<file path="config.mk">
export PLATFORM = sky130hd
export DESIGN_NAME = slc3_fetch_unit
export DESIGN_NICKNAME = d
export VERILOG_FILES = /design/src/rtl/slc3_fetch_unit.sv
export SDC_FILE = /design/constraint.sdc
export NUM_CORES = 1
export LEC_CHECK = 0
export BUFFER_PORTS_ARGS = -buffer_cell sky130_fd_sc_hd__buf_4
export CAP_MARGIN = 40
export CORE_MARGIN = 8
export CORE_UTILIZATION = 50
export CTS_CLUSTER_SIZE = 16
export DETAILED_ROUTE_END_ITERATION = 10
export PLACE_DENSITY_LB_ADDON = 0.15
export SYNTH_ARGS = -nofsm -noshare
export SYNTH_HDL_FRONTEND = slang
export SYNTH_SLANG_ARGS = --single-unit
</file>
<file path="constraint.sdc">
create_clock -name clk -period 5.6 [get_ports clk]
set_input_delay 0 -clock clk [delete_from_list [all_inputs] [get_ports clk]]
set_output_delay 0 -clock clk [all_outputs]
set_load 0.01 [all_outputs]
</file>
<file path="src/rtl/slc3_fetch_unit.sv">
`default_nettype none
// ============================================================================
// Module   : slc3_fetch_unit
// Brief    : SLC-3 instruction fetch engine (PC/MAR/MDR/IR) with wait states,
//            valid/ready issue handshake, branch redirect and pause opcode.
// Revision : 1.0
// ============================================================================
module slc3_fetch_unit #(
  parameter int                    DATA_WIDTH   = 16,
  parameter int                    MEM_WAIT     = 1,
  parameter logic [DATA_WIDTH-1:0] RESET_PC     = '0,
  parameter logic [3:0]            PAUSE_OPCODE = 4'hD
) (
  input  logic                  clk,
  input  logic                  reset,
  input  logic                  run_i,
  input  logic                  continue_i,
  input  logic [DATA_WIDTH-1:0] mem_rdata,
  output logic [DATA_WIDTH-1:0] mem_addr,
  output logic                  mem_mem_ena,
  output logic                  mem_wr_ena,
  output logic [DATA_WIDTH-1:0] ir_o,
  output logic [DATA_WIDTH-1:0] pc_o,
  output logic                  ir_valid_o,
  input  logic                  ir_ready_i,
  input  logic                  redirect_i,
  input  logic [DATA_WIDTH-1:0] redirect_pc_i,
  output logic                  halted_o,
  output logic                  paused_o
);

  localparam int c_cnt_w = (MEM_WAIT > 1) ? $clog2(MEM_WAIT) : 1;

  localparam logic [c_cnt_w-1:0]    c_cnt_init = c_cnt_w'(MEM_WAIT - 1);
  localparam logic [c_cnt_w-1:0]    c_cnt_one  = {{(c_cnt_w-1){1'b0}}, 1'b1};
  localparam logic [DATA_WIDTH-1:0] c_pc_one   = {{(DATA_WIDTH-1){1'b0}}, 1'b1};

  localparam logic [2:0] c_st_halted     = 3'd0;
  localparam logic [2:0] c_st_fetch_addr = 3'd1;
  localparam logic [2:0] c_st_fetch_wait = 3'd2;
  localparam logic [2:0] c_st_load_ir    = 3'd3;
  localparam logic [2:0] c_st_issue      = 3'd4;
  localparam logic [2:0] c_st_paused     = 3'd5;

  logic [2:0]            r_state;
  logic [DATA_WIDTH-1:0] r_pc;
  logic [DATA_WIDTH-1:0] r_mar;
  logic [DATA_WIDTH-1:0] r_mdr;
  logic [DATA_WIDTH-1:0] r_ir;
  logic [c_cnt_w-1:0]    r_cnt;
  logic                  r_cont_q;
  logic                  w_is_pause;

  assign w_is_pause = (r_ir[DATA_WIDTH-1 -: 4] == PAUSE_OPCODE);

  always_ff @(posedge clk or negedge reset) begin
    if (!reset) begin
      r_state  <= c_st_halted;
      r_pc     <= RESET_PC;
      r_mar    <= '0;
      r_mdr    <= '0;
      r_ir     <= '0;
      r_cnt    <= '0;
      r_cont_q <= 1'b0;
    end else begin
      r_cont_q <= continue_i;
      case (r_state)
        c_st_halted: begin
          if (redirect_i) r_pc <= redirect_pc_i;
          if (run_i) r_state <= c_st_fetch_addr;
        end
        c_st_fetch_addr: begin
          if (redirect_i) begin
            r_pc <= redirect_pc_i;
          end else begin
            r_mar   <= r_pc;
            r_pc    <= r_pc + c_pc_one;
            r_cnt   <= c_cnt_init;
            r_state <= c_st_fetch_wait;
          end
        end
        c_st_fetch_wait: begin
          // A redirect drops the in-flight read before it can reach MDR.
          if (redirect_i) begin
            r_pc    <= redirect_pc_i;
            r_state <= c_st_fetch_addr;
          end else if (r_cnt != '0) begin
            r_cnt <= r_cnt - c_cnt_one;
          end else begin
            r_mdr   <= mem_rdata;
            r_state <= c_st_load_ir;
          end
        end
        c_st_load_ir: begin
          if (redirect_i) begin
            r_pc    <= redirect_pc_i;
            r_state <= c_st_fetch_addr;
          end else begin
            r_ir    <= r_mdr;
            r_state <= c_st_issue;
          end
        end
        c_st_issue: begin
          // A handshake in the same cycle as a redirect still delivers the IR.
          if (ir_ready_i) begin
            r_state <= w_is_pause ? c_st_paused : c_st_fetch_addr;
          end else if (redirect_i) begin
            r_state <= c_st_fetch_addr;
          end
          if (redirect_i) r_pc <= redirect_pc_i;
        end
        c_st_paused: begin
          if (redirect_i) r_pc <= redirect_pc_i;
          if (continue_i && !r_cont_q) r_state <= c_st_fetch_addr;
        end
        default: r_state <= c_st_halted;
      endcase
    end
  end

  assign mem_addr    = r_mar;
  assign mem_mem_ena = (r_state == c_st_fetch_wait);
  assign mem_wr_ena  = 1'b0;
  assign ir_o        = r_ir;
  assign pc_o        = r_pc;
  assign ir_valid_o  = (r_state == c_st_issue);
  assign halted_o    = (r_state == c_st_halted);
  assign paused_o    = (r_state == c_st_paused);

endmodule
`default_nettype wire
</file>
Word-level counts from Yosys, hierarchy flattened
Index checks and enable logic that the tools add are counted.

Register bits: 69. Bits of input ports: 38. Output and inout bits: 53. Logic and storage cells: 53.

$add $sub $neg: 2. Equality and inequality tests: 13. Muxes and demuxes: 17. Bitwise operators: 2. Reduce and logical (&&, ||, !) cells: 12.

Operators with widths (count): 16-bit two-way mux (2); 16-bit one-hot mux with 2 select lines (1); 3-bit two-way mux (9); 3-bit one-hot mux with 6 select lines (1); 16-bit by 1-bit adder with 16-bit output, second input constant (1); 3-bit by 2-bit == test with 1-bit output, second input constant (2); 3-bit == test, second input constant (2); 2-bit != test, second input constant (3); 2-bit AND reduction (3); 3-bit AND reduction (2); 5-bit AND reduction (1); 5-bit OR reduction (1); 4-bit == test, second input constant (1); 2-bit by 1-bit != test with 1-bit output, second input constant (2); 2-bit nonzero test (2); 3-bit by 1-bit == test with 1-bit output, second input constant (1); 3-bit logical NOT (1); 1-bit two-way mux (3); 3-bit by 1-bit != test with 1-bit output, second input constant (1); 3-bit != test, second input constant (1); 1-bit NOT (2); 1-bit one-hot mux with 2 select lines (1); 1-bit logical AND (1); 1-bit logical NOT (1); 1-bit subtractor, second input constant (1).

Logic depth before layout (Yosys ltp)
Gate-level depths: netlist of the first run.

Word-level depth: 4. Mapped depth: 6. Gate-level depth less buffers: 5.

Worst setup path before layout of the first run
Ideal clock, no wire load.

Path kind: flip-flop to flip-flop. Start point: register r_state[1]. End point: register r_pc[5] (netlist: pc_o[5]). Library setup time: 0.121 ns. Data arrival time: 1.664 ns. Required time: 5.479 ns. Slack: 3.815 ns. Cell stages (with the launch flop): 6. Path buffers: 1. Clock period less this slack: 1.785 ns. Path through: dfrtp_1 or4b_1 buf_2 nand2_4 mux2_1 o22a_1.

Cells in the longest elaborated chain, start to end: 4. Elaborated cells on any way between the ends: 11. Classes of those cells: 6 x eq/ne; 1 x mux; 4 x reduce/logical.

Ends and longest elaborated chain: start, declared (RTL line 45) `logic [2:0] r_state;`; start signal, assigned (RTL line 58) `r_state <= c_st_halted;`; start signal, assigned (RTL line 70) `if (run_i) r_state <= c_st_fetch_addr;`; start signal, assigned (RTL line 79) `r_state <= c_st_fetch_wait;`; 3-bit by 2-bit == test with 1-bit output (tied with other cells) (RTL line 67) `case (r_state)`; 5-bit OR reduction (no source line); 2-bit by 1-bit != test with 1-bit output (no source line) or 2-bit nonzero test (tied branches); 2-bit AND reduction (no source line); end signal, assigned (RTL line 69) `if (redirect_i) r_pc <= redirect_pc_i;`; end signal, assigned (RTL line 74) `r_pc <= redirect_pc_i;`; end signal, assigned (RTL line 77) `r_pc <= r_pc + c_pc_one;`; end, declared (RTL line 46) `logic [DATA_WIDTH-1:0] r_pc;`.

Parallel ways exist; a longest one is shown, timed or not. A chain may end at the register's enable or synchronous reset.

Worst setup path after layout of the first run
Start point: register r_state[2]. End point: register r_pc[5] (netlist: pc_o[5]).

The elaborated chain is that of the path after synthesis.

==> results of run 1 <==
## cells in the mapped netlist, types with 3 or more instances
master / count / area [um2]
nand2_1: 55 / 206
o21ai_0: 12 / 60.1
buf_2: 7 / 35.0
inv_1: 6 / 22.5
mux2_2: 32 / 360
clkbuf_1: 5 / 18.8
nor3_1: 7 / 35.0
a31oi_1: 3 / 18.8
nand3b_1: 3 / 22.5
mux2i_1: 3 / 30.0
a21oi_1: 14 / 70.1
buf_4: 4 / 30.0
dfrtp_1: 68 / 1700
nor2_1: 14 / 52.6
nand3_1: 8 / 40.0
nor4_1: 3 / 18.8
nand4_1: 5 / 31.3
o22ai_1: 5 / 31.3
nand2b_1: 3 / 18.8
and3_1: 4 / 25.0
## cell type report
type                            count  area, um2
Fill cell                         468       1820
Tap cell                           77       96.3
Multi-Input combinational cell    210       1360
Timing Repair Buffer              121        991
Sequential cell                    68       1700
Inverter                            6       22.5
Clock inverter                      7        124
Clock buffer                        9        124
## sequential cells by signal, indices dropped and copies added (netlist names)
name,count
pc_o,16
mem_addr,16
r_mdr,16
r_state,3
ir_o,16
r_cont_q,1
## final timing paths
path                                        from     endpoint  slack, ns  cells after the start
worst max-delay path                  r_state[2]      pc_o[5]       2.98                      4
worst min-delay path            redirect_pc_i[5]      pc_o[5]      0.007                      3
worst max register to register        r_state[2]      pc_o[5]       2.98                      4
worst min register to register       mem_addr[5]  mem_addr[5]       0.48                      2
max in group asynchronous                  reset   r_state[0]       4.91                      3
min in group asynchronous                  reset  mem_addr[4]       0.14                      2
## cells by family after synthesis
group | Yosys count
mux | 37
fa+ha+maj | 1
other cells | 1
buf+inv | 24
compound gates | 56
flops | 68
simple gates | 115
## power groups by stage
stage          registers [mW]  clock network, mW  logic [mW]
4_1_cts                 0.975              0.508        1.05
6_report                0.981              0.500        1.04
3_3_place_gp            0.968                  0        1.00
5_1_grt                  1.02              0.531        1.14
3_5_place_dp            0.984                  0        1.03
2_1_floorplan           0.974                  0       0.576
## timing repair
item,4_1_cts,5_1_grt
hold buffers,28,0
hold endpoints to repair,95,0
endpoints found under the setup margin,0,0
resized for setup,0,0
## worst max-delay path, stage by stage (launching register included)
cell	delay, ns
dfrtp_1	0.55
or4b_1	1.01
nand2_4	0.38
mux2_1	0.36
o22a_1	0.20
## per-layer routing
| metal | vias to the layer above | part of all wire [%] |
|---|---|---|
| met3 | 9 | 7.9 |
| li1 | 1296 | - |
| met4 | 0 | 1.3 |
| met1 | 1351 | 40 |
| met5 | - | 0 |
| met2 | 84 | 51 |
## stage by stage
step	setup slack, ns	util, %	cells	hold slack [ns]
2_1_floorplan	3.81	-	302	-0.296
3_3_place_gp	3.11	62.0	453	0.120
3_5_place_dp	3.02	62.4	454	-0.0268
4_1_cts	3.01	70.8	498	0.00150
5_1_grt	2.87	70.8	498	0.00896
6_report	2.98	70.8	498	0.00657
==> flow_summary.ini, run 1 <==
[logic_synthesis]
yosysSeqAreaShare_pct = 53.4
synth_xor_area_share_pct = 0
synth_compound_area_share_pct = 11.5
synth_cells = 302
avgSynthCellArea_um2 = 10.5
synthFlopType = dfrtp_1
synthMuxAreaShare_pct = 13.0
ys_ff_latch = 68
synth_fp_nets = 341
synth_area_um2 = 3190
yosysUniqueCellTypes = 52
synthArstFlopShare_pct = 100
yosys.area_share.simple_pct = 17.6
synth_warnings = 0
synth_top_family_by_area = simple AND/OR/NAND/NOR gates
synth_fa_ha_area_share_pct = 0.393
synth_edf_count = 0

[status]
status = finished, final reports clean

[power]
p_leak_nw = 2.06
p_sw_share_pct = 37.8
power_density_nw_per_um2 = 569
ir_worst_vdd_mv = 0.341
clockPowerShare_pct = 19.9
fin_total_pwr_mw = 2.52
seq_power_share_pct = 39.0
internal_power_mw = 1.57
combPwrFrac_pct = 41.2
switching_power_mw = 0.951

[drt]
num_vias = 2740
drtIter0Drc = 98
wl_per_cell_um = 17.3
drt_wl_total_um = 8590
dr.pass1.iters = 4
drc = 0
drtAntennaViolNets = 0
via_per_inst = 5.50

[floorplanning]
rows = 29
coreArea_um2 = 6240
die_width_um = 95.8
die_area_um2 = 9180
io_pins = 91
die_height_um = 95.8
initial_core_util_pct = 51.0

[sta]
hold_violations = 0
period_share_pct = 46.7
clock.fmax_mhz = 382
setup_viol = 0
tightest_slew_ns = 0.923
final-max-slew-violation-count = 0
max-slew-margin-rel_pct = 38.4
skew_ns = 0.0124
post-route-min-period_ns = 2.62
setup_tns_ns = 0
rsz0062_at_grt = no

[placement]
hpwl_um = 5930
placed_cell_area_um2 = 3890
port_buffers = 89
routabilityCongestion = 0.834

[critical_path]
startpoint_type = register
path_class = reg2reg
critPathCaptureType = register
arrival_ns = 2.85
path_max_fanout = 26
required_ns = 5.84

[finish]
nets = 455
design_area_um2 = 4420
layout_commonest_cell = buf_4
drive_above_1_share_pct = 35.4
area_growth_pct = 38.8
mostFrequentLayoutCells = buf_4 (92), dfrtp_1 (68), nand2_1 (55)
n_antenna_cell = 0

[clocking]
cts_tree = done
cts_buffers = 9
post-cts-setup-buffers = 0
clock-root-buffer = clkbuf_8
numClockSinks = 68
clkTransAtPathRegs_ns = 0.08
clk_latency_ns = 0.35
clock_path_buffers = 2
h-tree-depth = 3

[worst_hold_path]
min_path_type = in2reg

[grt]
met3_usage_pct = 5.77
met1_usage_pct = 21.9
met2_usage_pct = 33.9
busiest_layer = met2
grt_pass1_vias = 2972
grt_pass1_wl_um = 14000
grt_usage_pct = 19.5
antenna_found_initial = 0
grt_start_max_net_pins = 38
grt-ovfl-total = 0

[flow_run]
cap_violations = 0
(Power assumes the default switching activity.)
==> inputs of run 2 (changes only) <==
clock period = 2.7 ns   (was 5.6 ns; I/O delays follow)
==> flow_summary.ini, run 2 (synthesized netlist as in run 1, its figures left out) <==
[status]
status = finished, final reports clean

[clocking]
cts_buffers = 9
clock_path_buffers = 2
post-cts-setup-buffers = 0
h-tree-depth = 3
numClockSinks = 68
ctsResizeCount = 0
clock-root-buffer = clkbuf_8
holdBufCountCts = 29
cts_tree = done
clk_latency_ns = 0.35
clkTransAtPathRegs_ns = 0.08

[sta]
rsz0062_at_grt = no
period_share_pct = 76.3
post-route-min-period_ns = 2.06
setup_viol = 0
tightest_slew_ns = 0.729
setup_tns_ns = 0
hold_slack_ns = 0.00465
clock.fmax_mhz = 485
final-max-slew-violation-count = 0
skew_ns = 0.0123
max-slew-margin-rel_pct = 51.2
hold_violations = 0

[grt]
antenna_found_initial = 0
grt-ovfl-total = 0
met3_usage_pct = 6.47
grt_start_max_net_pins = 39
grt_pass1_wl_um = 14000
met2_usage_pct = 33.7
met1_usage_pct = 22.4
grt_usage_pct = 19.8
busiest_layer = met2
grt_pass1_vias = 2869

[placement]
routabilityCongestion = 0.834
hpwl_um = 5810
port_buffers = 89

[critical_path]
crit_family = simple AND/OR/NAND/NOR gates
reg2reg_slack_ns = 0.64
critPathCaptureType = register
slowest_stage = or4b_1
max_stage_delay_ns = 0.64
path_max_fanout = 17
required_ns = 2.94
startpoint_type = register
arrival_ns = 2.30
crit_chain = or4b_1, nand2_4, mux2_1, o22a_1
path_class = reg2reg
critPathBufInv = 0

[floorplanning]
coreArea_um2 = 6240
die_width_um = 95.8
die_area_um2 = 9180
io_pins = 91
rows = 29
die_height_um = 95.8
initial_core_util_pct = 51.0

[finish]
mostFrequentLayoutCells = buf_4 (95), dfrtp_1 (68), nand2_1 (55)
nets = 459
layout_commonest_cell = buf_4
drive_above_1_share_pct = 35.8
area_growth_pct = 39.7
n_antenna_cell = 0

[power]
power_density_nw_per_um2 = 1180
ir_worst_vdd_mv = 0.634
p_leak_nw = 2.07

[flow_run]
cap_violations = 0

[drt]
num_vias = 2728
drc = 0
drt_wl_total_um = 8570
via_per_inst = 5.43
dr.pass1.iters = 4
drtIter0Drc = 126
drtAntennaViolNets = 0
wl_per_cell_um = 17.1

[worst_hold_path]
min_path_type = in2reg
## run 2: cell types whose count changed in the layout (fill, tap and decap cells not counted)
cell	change
buf_4	+3
clkinv_4	-2
clkinvlp_4	+1
dlygate4sd3_1	+1
inv_6	+1
## run 2: path summary, 6_finish.rpt
| kind | from | endpoint | cells past startpoint |
|---|---|---|---|
| min in group asynchronous | reset | mem_addr[0] | 2 |
| setup / recovery | r_state[1] | pc_o[7] | 4 |
| max in group asynchronous | reset | r_mdr[4] | 3 |
| setup reg to reg | r_state[1] | pc_o[7] | 4 |
| hold / removal | run_i | r_state[0] | 3 |
| hold reg to reg | mem_addr[6] | mem_addr[6] | 2 |
## run 2: final cells by class
cell class                 instances  area, um2
clock buffer                       9        124
clock inverter                     7        123
fill                             491       1790
inverter                           6       22.5
multi-input combinational        210       1360
sequential                        68       1700
tap                               77       96.3
timing repair buffer             125       1020
## run 2: metrics by stage
stage          instance area, um2  power, mW  utilization, %  setup slack [ns]  cells
4_1_cts                      4450       5.26            71.3             0.660    502
3_3_place_gp                 3890       4.11            62.4             0.710    456
2_1_floorplan                3190       3.22               -             0.915    302
3_5_place_dp                 3920       4.18            62.7             0.675    457
6_report                     4450       5.23            71.3             0.639    502
5_1_grt                      4450       5.60            71.3             0.507    502
## run 2: worst min-delay path, cell delays in order
cell     delay, ns
buf_4         0.08
nor3_1        0.03
o31ai_1       0.20
## run 2: power breakdown
group / internal [mW] / leakage [nW] / total [mW] / switching (mW)
clock: 0.620 / 0.116 / 1.04 / 0.421
combinational: 1.13 / 1.13 / 2.16 / 1.03
sequential: 1.51 / 0.822 / 2.03 / 0.514
total: 3.27 / 2.07 / 5.23 / 1.97
## run 2: routing by layer
| layer | part of all wire (%) | routed length, um |
|---|---|---|
| met4 | 1.4 | 123 |
| met2 | 50 | 4270 |
| met1 | 40 | 3390 |
| met3 | 9.1 | 778 |
| met5 | 0 | 0 |
